<file path="src/rtl/coin_acceptor.sv">
// coin_acceptor: synchronises, debounces and arbitrates the raw dime/nickel sensor
// lines into one-cycle D/N pulses. Define COIN_TALLY_EN to add the total_cents tally.
module coin_acceptor #(
  parameter int DEBOUNCE_CYCLES = 4,
  parameter int CNT_W           = 3
) (
  input  logic       clk,
  input  logic       rst,
  input  logic       dime_raw,
  input  logic       nickel_raw,
  input  logic       busy,
  output logic       D,
  output logic       N
`ifdef COIN_TALLY_EN
  ,
  output logic [7:0] total_cents
`endif
);

  // Channel index 0 is nickel, 1 is dime.
  logic [1:0]       raw;
  logic [1:0]       sync1;
  logic [1:0]       sync2;
  logic [1:0]       stable;
  logic [1:0]       stable_q;
  logic [1:0]       pending;
  logic [1:0]       rise;
  logic [1:0]       issue;
  logic [CNT_W-1:0] cnt [2];

  assign raw  = {dime_raw, nickel_raw};
  assign rise = stable & ~stable_q;

  // Nickel wins when both are pending; busy holds everything.
  always_comb begin
    issue = '0;
    if (!busy) begin
      if (pending[0])      issue[0] = 1'b1;
      else if (pending[1]) issue[1] = 1'b1;
    end
  end

  always_ff @(posedge clk or negedge rst) begin
    if (!rst) begin
      sync1    <= '0;
      sync2    <= '0;
      stable   <= '0;
      stable_q <= '0;
      pending  <= '0;
      D        <= 1'b0;
      N        <= 1'b0;
      for (int unsigned i = 0; i < 2; i++) cnt[i] <= '0;
    end else begin
      sync1    <= raw;
      sync2    <= sync1;
      stable_q <= stable;
      // Toggling on the DEBOUNCE_CYCLES-th mismatch is the same as toggling when
      // the count of mismatches reaches DEBOUNCE_CYCLES.
      for (int unsigned i = 0; i < 2; i++) begin
        if (sync2[i] == stable[i]) begin
          cnt[i] <= '0;
        end else if (cnt[i] == CNT_W'(DEBOUNCE_CYCLES - 1)) begin
          stable[i] <= ~stable[i];
          cnt[i]    <= '0;
        end else begin
          cnt[i] <= cnt[i] + 1'b1;
        end
      end
      pending <= (pending & ~issue) | rise;
      N       <= issue[0];
      D       <= issue[1];
    end
  end

`ifdef COIN_TALLY_EN
  logic [8:0] tally_sum;

  always_comb begin
    tally_sum = {1'b0, total_cents};
    if (issue[0])      tally_sum = tally_sum + 9'd5;
    else if (issue[1]) tally_sum = tally_sum + 9'd10;
  end

  always_ff @(posedge clk or negedge rst) begin
    if (!rst) total_cents <= '0;
    else      total_cents <= tally_sum[8] ? 8'hFF : tally_sum[7:0];
  end
`endif

endmodule
</file>
<file path="config.mk">
export PLATFORM = sky130hd
export DESIGN_NAME = coin_acceptor
export DESIGN_NICKNAME = d
export VERILOG_FILES = /design/src/rtl/coin_acceptor.sv
export SDC_FILE = /design/constraint.sdc
export NUM_CORES = 1
export LEC_CHECK = 0
export CORE_AREA = 2 2 39 41
export CTS_BUF_LIST = sky130_fd_sc_hd__clkbuf_8
export DETAILED_ROUTE_END_ITERATION = 12
export DIE_AREA = 0 0 41 43
export GPL_ROUTABILITY_DRIVEN = 0
export GPL_TIMING_DRIVEN = 0
export PLACE_DENSITY = 0.68
export SLEW_MARGIN = 40
export SYNTH_ARGS = -nofsm -noshare
export SYNTH_HDL_FRONTEND = slang
export SYNTH_SLANG_ARGS = --single-unit
export TNS_END_PERCENT = 50
</file>
<file path="constraint.sdc">
create_clock -name clk -period 1.5 [get_ports clk]
set_clock_uncertainty 0.05 [all_clocks]
set_input_delay 0.3 -clock clk [delete_from_list [all_inputs] [get_ports clk]]
set_output_delay 0.3 -clock clk [all_outputs]
set_load 0.05 [all_outputs]
</file>
==> reports/qor.log <==
qor: final_layout.final_cells 67
qor: pwr.irDropWorstVdd 1000 uV
qor: cts.cts.reportedPaths.clkPinSlew 0.06 ns
qor: global_route.first_global_vias 369
qor: worst_setup_path.critPathMaxStageDelay 0.52 ns
qor: timing.unrepaired_setup_endpoints_after_global_routing no
qor: die.initial_core_util 0.450
qor: detailed_routing.drc_errors 0
qor: detailed_routing.dr.pass1.iters 2
qor: cts.cts_tree done
qor: timing.totalNegativeSetupSlack 0 ns
qor: detailed_routing.final_wl 862 microns
qor: die.die_x 41 microns
qor: global_route.maximum_number_of_pins_on_one_net_before_global_route_repair 19
qor: flow_run.max_cap_viol_count 0
qor: cts.cts-htree-levels 1
qor: placed_design.place.port_buffers 6
qor: worst_setup_path.timing.rr.start cnt[3]
qor: final_layout.synthToLayoutAreaGrowth 22.1%
qor: placed_design.place_inst 62
qor: final_layout.final_net_count 59
qor: pwr.share_comb_of_total_power 0.224
qor: detailed_routing.post_drt_wl_per_cell 12.9 microns
qor: worst_setup_path.timing.critical_path.slowest_stage_cell dlygate4sd2_1
qor: yosys.netlist_instances 40
qor: cts.post_cts.repair.setup_buffers 0
qor: timing.hold_viol 0
qor: worst_setup_path.worstPathRequired 1.15 ns
qor: detailed_routing.ant_nets 0
qor: worst_hold_path.hold_class register to register
qor: timing.fin_crit_sh 0.959
qor: cts.clk-insertion-delay-late 0.25 ns
qor: final_layout.antenna_cells 0
qor: pwr.leakagePower 0.354 nW
qor: yosys.synth.ff_latch_count 18
qor: worst_setup_path.critPathKind register to primary output
qor: global_route.grt_util_all_layers 0.141
qor: yosys.ys_warn_count 0
qor: pwr.p_clk_frac 0.272
qor: yosys.net_count_after_synthesis 47
qor: worst_setup_path.startpoint_of_the_worst_setup_timing_path N
qor: detailed_routing.detailroute.via_count 344
qor: pwr.power.share.sequential 0.504
qor: worst_setup_path.worst_setup_sp_type register
qor: global_route.global_route_total_overflow 0
qor: die.die_area 1760 sq um
qor: pwr.cell_int_power 0.00101 W
qor: worst_hold_path.min-delay-start sync1[1]
qor: timing.timing.final.max_slew_violations 0
qor: worst_setup_path.crit_path_max_fo 1
qor: cts.numCtsBuffers 3
qor: worst_setup_path.cp_top_family buffers and inverters
qor: die.io_pins 7
qor: worst_setup_path.timing.critical_path.to_type primary output
qor: status.status completed
qor: global_route.grt_pass1_wl 1540 microns
qor: timing.setup-violations-final 0
qor: die.fp-row-count 14
qor: cts.ctsLongestPathBuffers 2
qor: detailed_routing.detail_route.vias_per_cell 5.13
qor: final_layout.drive_gt1_frac 0.176
qor: timing.final_period_minus_worst_setup_slack 1.44 ns
qor: worst_setup_path.cp_num_buf_inv 1
qor: pwr.power.density_cell_area 1860 nW/um^2
qor: die.die_height 43 microns
qor: yosys.syn_area_per_cell 15.6 sq um
qor: timing.max-slew-margin-rel 0.678
qor: yosys.number_of_distinct_library_cells_after_synthesis 11
qor: pwr.netSwitchingPower 0.000401 W
qor: worst_setup_path.critical_path.cell_chain dlygate4sd2_1
qor: die.fp.coreArea 1380 sq um
qor: timing.max_clock_freq 695 MHz
qor: worst_setup_path.worstPathArrival 1.09 ns
qor: cts.clkSinkCount 18
qor: yosys.syn-cell-area 623 sq um
qor: detailed_routing.drtIter0Drc 1
qor: timing.slew_of_the_pin_with_the_lowest_slew_margin 0.486 ns
qor: pwr.p_sw_frac 0.284
qor: yosys.synth_sequential_area_ratio 0.723
qor: cts.cts.root.buffer_cell clkbuf_8
qor: final_layout.nFillCells 113
qor: global_route.grt_antenna_before_repair 0
## final cells by class
cell class / count / area, sq um / share of cell area
Clock buffer: 4 / 55.1 / 0.0724
Timing Repair Buffer: 7 / 62.6 / 0.0822
Multi-Input combinational cell: 20 / 165 / 0.217
Tap cell: 16 / 20.0 / 0.0263
Sequential cell: 18 / 450 / 0.592
Inverter: 2 / 7.51 / 0.00987
## final timing paths
kind | cells after the start | end | slack, ns
hold / removal | 0 | sync2[1] | 0.30
max in group asynchronous | 2 | cnt[0] | 0.68
setup / recovery | 1 | N | 0.06
min in group asynchronous | 2 | stable_q[1] | 0.45
setup reg to reg | 3 | stable[0] | 0.26
hold reg to reg | 0 | sync2[1] | 0.30
## per-layer routing
| metal | up-vias | share of wire | global-route usage | wire length, microns |
|---|---|---|---|---|
| li1 | 154 | - | - | - |
| met1 | 177 | 0.40 | 0.143 | 343 |
| met2 | 9 | 0.52 | 0.225 | 449 |
| met3 | 4 | 0.044 | 0.0314 | 38 |
| met4 | 0 | 0.036 | 0.120 | 31 |
| met5 | - | 0 | 0 | 0 |
## cells in the final DEF, fill, tap and decap left out
cell type and instances:
nand2_1 1, mux2_2 2, ha_1 2, dfrtp_1 18, dlygate4sd2_1 2, nor2b_1 1, buf_2 1, dlygate4sd3_1 1
xnor2_1 2, nor3_1 2, nor3b_1 5, clkbuf_8 4, nor2b_4 2, inv_1 2, clkdlybuf4s50_1 3, o21ai_0 3
## cells by family after synthesis
group | after synthesis | synth area share
muxes | 2 | 0.0361
AOI/OAI and AO/OA | 3 | 0.0241
DFF | 18 | 0.723
and+or+nand+nor | 11 | 0.137
buffers and inverters | 2 | 0.0121
xor gates and xnor gates | 2 | 0.0281
adders and majority gates | 2 | 0.0402
## power groups by stage
stage               Combinational, W  Sequential, W  Clock [W]
floorplan                   0.000183       0.000750          0
global placement            0.000294       0.000707          0
detailed placement          0.000335       0.000723          0
CTS                         0.000326       0.000714   0.000385
global route                0.000361       0.000730   0.000416
finish                      0.000316       0.000712   0.000385
## registers in the layout, indices dropped and copies added (netlist names)
| name | flops |
|---|---|
| sync2 | 2 |
| cnt | 6 |
| D | 1 |
| sync1 | 2 |
| stable_q | 2 |
| stable | 2 |
| pending | 2 |
| N | 1 |
## repair_timing
item                       in CTS  in global routing
hold endpoints to repair        0                 18
setup endpoints to repair       2                  0
hold buffers                    0                  1
gates resized for setup         2                  0
## synthesized netlist by cell type (all sizes together)
cell   count  area, sq um
nor3       2         10.0
nor2b      3         33.8
o21ai      3         15.0
dfrtp     18          450
inv        2         7.51
ha         2         25.0
nor3b      5         37.5
nand2      1         3.75
xnor2      2         17.5
mux2       2         22.5
## through the flow
stage / setup slack [ns] / power, W / utilization / cell area [sq um] / hold WS [ns]
6_report: 0.0613 / 0.00141 / 0.550 / 761 / 0.304
5_1_grt: 0.00924 / 0.00151 / 0.550 / 761 / 0.321
3_3_place_gp: 0.0559 / 0.00100 / 0.508 / 703 / 0.283
3_5_place_dp: 0.0495 / 0.00106 / 0.508 / 703 / 0.287
4_1_cts: 0.0535 / 0.00142 / 0.546 / 756 / 0.305
2_1_floorplan: 0.374 / 0.000932 / - / 623 / -0.0456
Note: power is estimated with default switching activity, not from simulation.
==> edit 1 (config.mk and constraints unchanged) <==
`CNT_W`: 3 -> 4.
--- a/src/rtl/coin_acceptor.sv
+++ b/src/rtl/coin_acceptor.sv
@@ -4,3 +4,3 @@
   parameter int DEBOUNCE_CYCLES = 4,
-  parameter int CNT_W           = 3
+  parameter int CNT_W           = 4
 ) (
Function: no difference found for any inputs over 10 cycles, from zero or initial values and one cycle with rst low; that may be too few to reach the edited logic, so the function may still have changed.
==> edit 1 against the unedited design <==
Power rose by 1.1%; final cell count rose by 19%; routed wire length rose by 18%; critical path type unchanged; register-to-register slack got worse by 0.08 ns; worst setup slack improved by 0.0038 ns; synthesized cell count rose by 35%; core utilization rose by 8.2 points; sequential power rose by 9.6%; sequential cell count rose by 2; via count rose by 25%; non-clock buffer count did not move; area after synthesis rose by 20%; global-route usage rose by 1.7 points; design area rose by 15%; largest cell class unchanged.
==> edit 1: results (changes against the unedited design) <==
metric,value,unit,change
num-nets-final,73,,+24%
antenna_found_initial,0,,unchanged
cts_setup_buffers,0,,unchanged
synth-xor-area-share,2.333,%,-0.48 points
post_cts_resized,2,,unchanged
outcome,finished clean,,
n_antenna_cell,0,,unchanged
grt.total_usage,15.85,%,+1.7 points
drt_iter0_markers,2,,+1
endpoint,D,,
clock_latency,0.25,ns,about the same
peakVddDrop,0.9172,mV,-8.5%
yosys_warnings,0,,unchanged
synth_nets,61,,+30%
synth-async-reset-ratio,100.0,%,unchanged
ys_seq_area_share,66.67,%,-5.6 points
nFillCells,110,,-2.7%
grt_start_max_net_pins,21,,+2
drive_gt1_share,15.63,%,-2.0 points
crit_arrival,1.08,ns,
cp_max_fo,1,,unchanged
r2r_slack,0.18,ns,-0.08 ns
internal_power,1.010,mW,-0.21%
grt_pass1_wl,1738,um,+13%
routed_wl,1020,um,+18%
startpoint,D$_DFF_PN0_,,
ctsHoldBuffers,1,,+1
cts-htree-levels,1,,unchanged
largest_reg_flops,8,,+2
firstDrtPassIters,3,,+1
grt_pass1_vias,419,,+14%
yosys-top-cells-area,"dfrtp_1 (67%), ha_1 (3.3%), nor3b_2 (3.3%)",,
placed_area,825.8,um^2,+17%
synthAdderAreaFrac,3.333,%,-0.68 points
crit-reg2reg-launch,cnt[4]$_DFF_PN0_,,
slowest_delay,0.52,ns,about the same
synth_compound_area_share,4.667,%,+2.3 points
hold_path.startpoint,sync1[1]$_DFF_PN0_,,
vias,430,,+25%
cp_slowest_cell,dlygate4sd2_1,,
numCtsBuffers,3,,unchanged
p_leak,0.3925,nW,+11%
synth.distinct_cells,17,,+6
synth.area.mux_share,3.000,%,-0.61 points
synth_common_cells,"dfrtp_1 (20), a21oi_1 (4), nor2b_1 (3), o21ai_0 (3)",,
crit_family,buffers and inverters,,
r2r_end,stable[0]$_DFFE_PN0P_,,
powerClk,0.328,mW,-15%
ys.flop_type,dfrtp_1,,
relSlewSlack,67.63,%,-0.14 points
-- edit 1: cell type report --
cell class                      count  area (um^2)  share of cell area [%]
Timing Repair Buffer                7        62.56                   7.153
Tap cell                           16        20.02                   2.289
Multi-Input combinational cell     32        242.7                   27.75
Clock buffer                        3        41.29                   4.721
Sequential cell                    20        500.5                   57.22
Inverter                            2        7.507                  0.8584
-- edit 1: through the flow --
stage | setup slack [ns] | total power, mW | std cells | hold slack, ns
floorplan | 0.2846 | 1.016 | 54 | -0.04559
global placement | 0.05041 | 1.111 | 76 | 0.2828
detailed placement | 0.04525 | 1.127 | 76 | 0.2127
CTS | 0.04589 | 1.448 | 80 | 0.3076
global route | 0.01258 | 1.530 | 80 | 0.3109
finish | 0.06509 | 1.429 | 80 | 0.3032
-- edit 1: per-layer routing --
metal	up-vias	global-route usage, %	part of all wire (%)
li1	207	-	-
met1	215	18.57	45
met2	6	23.13	52
met3	2	3.141	2.1
met4	0	14.00	1.5
met5	-	0	0
==> edit 2 (config.mk and constraints unchanged) <==
Made on the original files. The output `N` loses its register stage (`N` becomes a continuous assignment). Comments in the files are not updated.
--- a/src/rtl/coin_acceptor.sv
+++ b/src/rtl/coin_acceptor.sv
@@ -50,3 +50,2 @@
       D        <= 1'b0;
-      N        <= 1'b0;
       for (int unsigned i = 0; i < 2; i++) cnt[i] <= '0;
@@ -69,3 +68,2 @@
       pending <= (pending & ~issue) | rise;
-      N       <= issue[0];
       D       <= issue[1];
@@ -73,2 +71,4 @@
   end
+
+  assign N = issue[0];
 
Check against the original RTL: not equivalent (a bounded check fails within 10 cycles, from zero or initial values and one cycle with rst low).
==> edit 2 against the unedited design <==
Area after synthesis down 4.0%; worst setup slack worse by 0.0020 ns; synthesized cell count down 2.5%; power down 6.7%; core utilization down 2.5 points; routed wire length down 8.7%; register-to-register slack better by 0.04 ns; sequential power down 5.2%; design area down 4.6%; fmax down 0.14%; sequential cell count down 1; count of clock-buffer cells in the layout down 1; final cell count down 1.5%; highest routed layer unchanged.
==> edit 2: results (changes against the unedited design) <==
metric,value,unit,change
routed_via_density,4.803,,-6.5%
synth_common_cells,"dfrtp_1 (17), nor3b_1 (5), o21ai_0 (3)",,
antenna_found_initial,0,,unchanged
utilization,52.44,%,-2.5 points
p_comb_share,24.0,%,+1.6 points
powerDensity,1816,nW/um^2,-2.2%
slowest_delay,0.46,ns,-0.06 ns
dpl_worst_slack,-0.5488,ns,-0.5983 ns
startpoint,busy,,
route.met3.wl,40,um,+5.3%
cts_setup_buffers,0,,unchanged
powerComb,0.316,mW,about the same
num-nonclk-inverters,2,,unchanged
routed_wl,787,um,-8.7%
grt_start_max_net_pins,18,,-1
powerClk,0.327,mW,-15%
synth.distinct_cells,11,,unchanged
nFlopsAndLatches,17,,-1
firstDrtPassIters,2,,unchanged
cp_max_fo,4,,+3
root_buffer,clkbuf_8,,
worstMarginPinSlew,0.4825,ns,-0.003009 ns
num-nets-final,58,,-1.7%
netlist_instances,39,,-2.5%
power.switching,0.3849,mW,-4.0%
placedCellCount,61,,-1.6%
ff2ff_path_depth,3,,unchanged
multi_input_area_share,22.76,%,+1.0 points
synth-async-reset-ratio,100.0,%,unchanged
yosys-top-cells-area,"dfrtp_1 (71%), nor3b_1 (6.3%), nor2b_4 (4.6%)",,
cp_slowest_cell,clkdlybuf4s50_1,,
drt_iter0_markers,2,,+1
route.top_layer_used,met4,,
drive_gt1_share,20.00,%,+2.4 points
outcome,finished clean,,
whs_path_depth,0,,unchanged
synth_nets,46,,-2.1%
met1_usage,13.48,%,-0.86 points
grt-busiest-layer,met2,,
met1_length,325,um,-5.2%
crit-reg2reg-launch,cnt[0]$_DFF_PN0_,,
peakVddDrop,0.8350,mV,-17%
layoutNonFillerInstCount,66,,-1.5%
use_met2,19.06,%,-3.4 points
buffer_area_share,8.448,%,+0.22 points
areaGrowthSynthToFinish,21.34,%,
grt_pass1_vias,351,,-4.9%
placed_area,678.2,um^2,-3.6%
ys_seq_area_share,71.13,%,-1.2 points
cts-htree-levels,1,,unchanged
grt_pass1_wl,1386,um,-9.9%
clkSlewWorstSetupHoldPaths,0.07,ns,
wl_met2,411,um,-8.5%
regArea,425.4,um^2,-5.6%
clkCellAreaFrac,6.379,%,-0.86 points
nFillCells,116,,+2.7%
yosys_warnings,0,,unchanged
grt.total_usage,12.41,%,-1.7 points
p_leak,0.3356,nW,-5.2%
post_cts_resized,7,,+5
-- edit 2: cell count changes after synthesis, sizes merged --
| cell | before | now |
|---|---|---|
| dfrtp | 18 | 17 |
-- edit 2: kinds of logic after synthesis --
| family | share of synthesized area [%] |
|---|---|
| flops | 71.13 |
| fa+ha+maj | 4.183 |
| xor+xnor | 2.929 |
| compound gates | 2.510 |
| simple gates | 14.23 |
| mux | 3.765 |
| buf+inv | 1.256 |
-- edit 2: path summary, 6_finish.rpt --
kind                                    endpoint  slack (ns)
setup / recovery                               N        0.06
min in group asynchronous  stable_q[1]$_DFF_PN0_        0.44
hold reg to reg               sync2[1]$_DFF_PN0_        0.30
hold / removal                sync2[1]$_DFF_PN0_        0.30
max in group asynchronous       cnt[3]$_DFF_PN0_        0.70
setup reg to reg           stable[1]$_DFFE_PN0P_        0.30
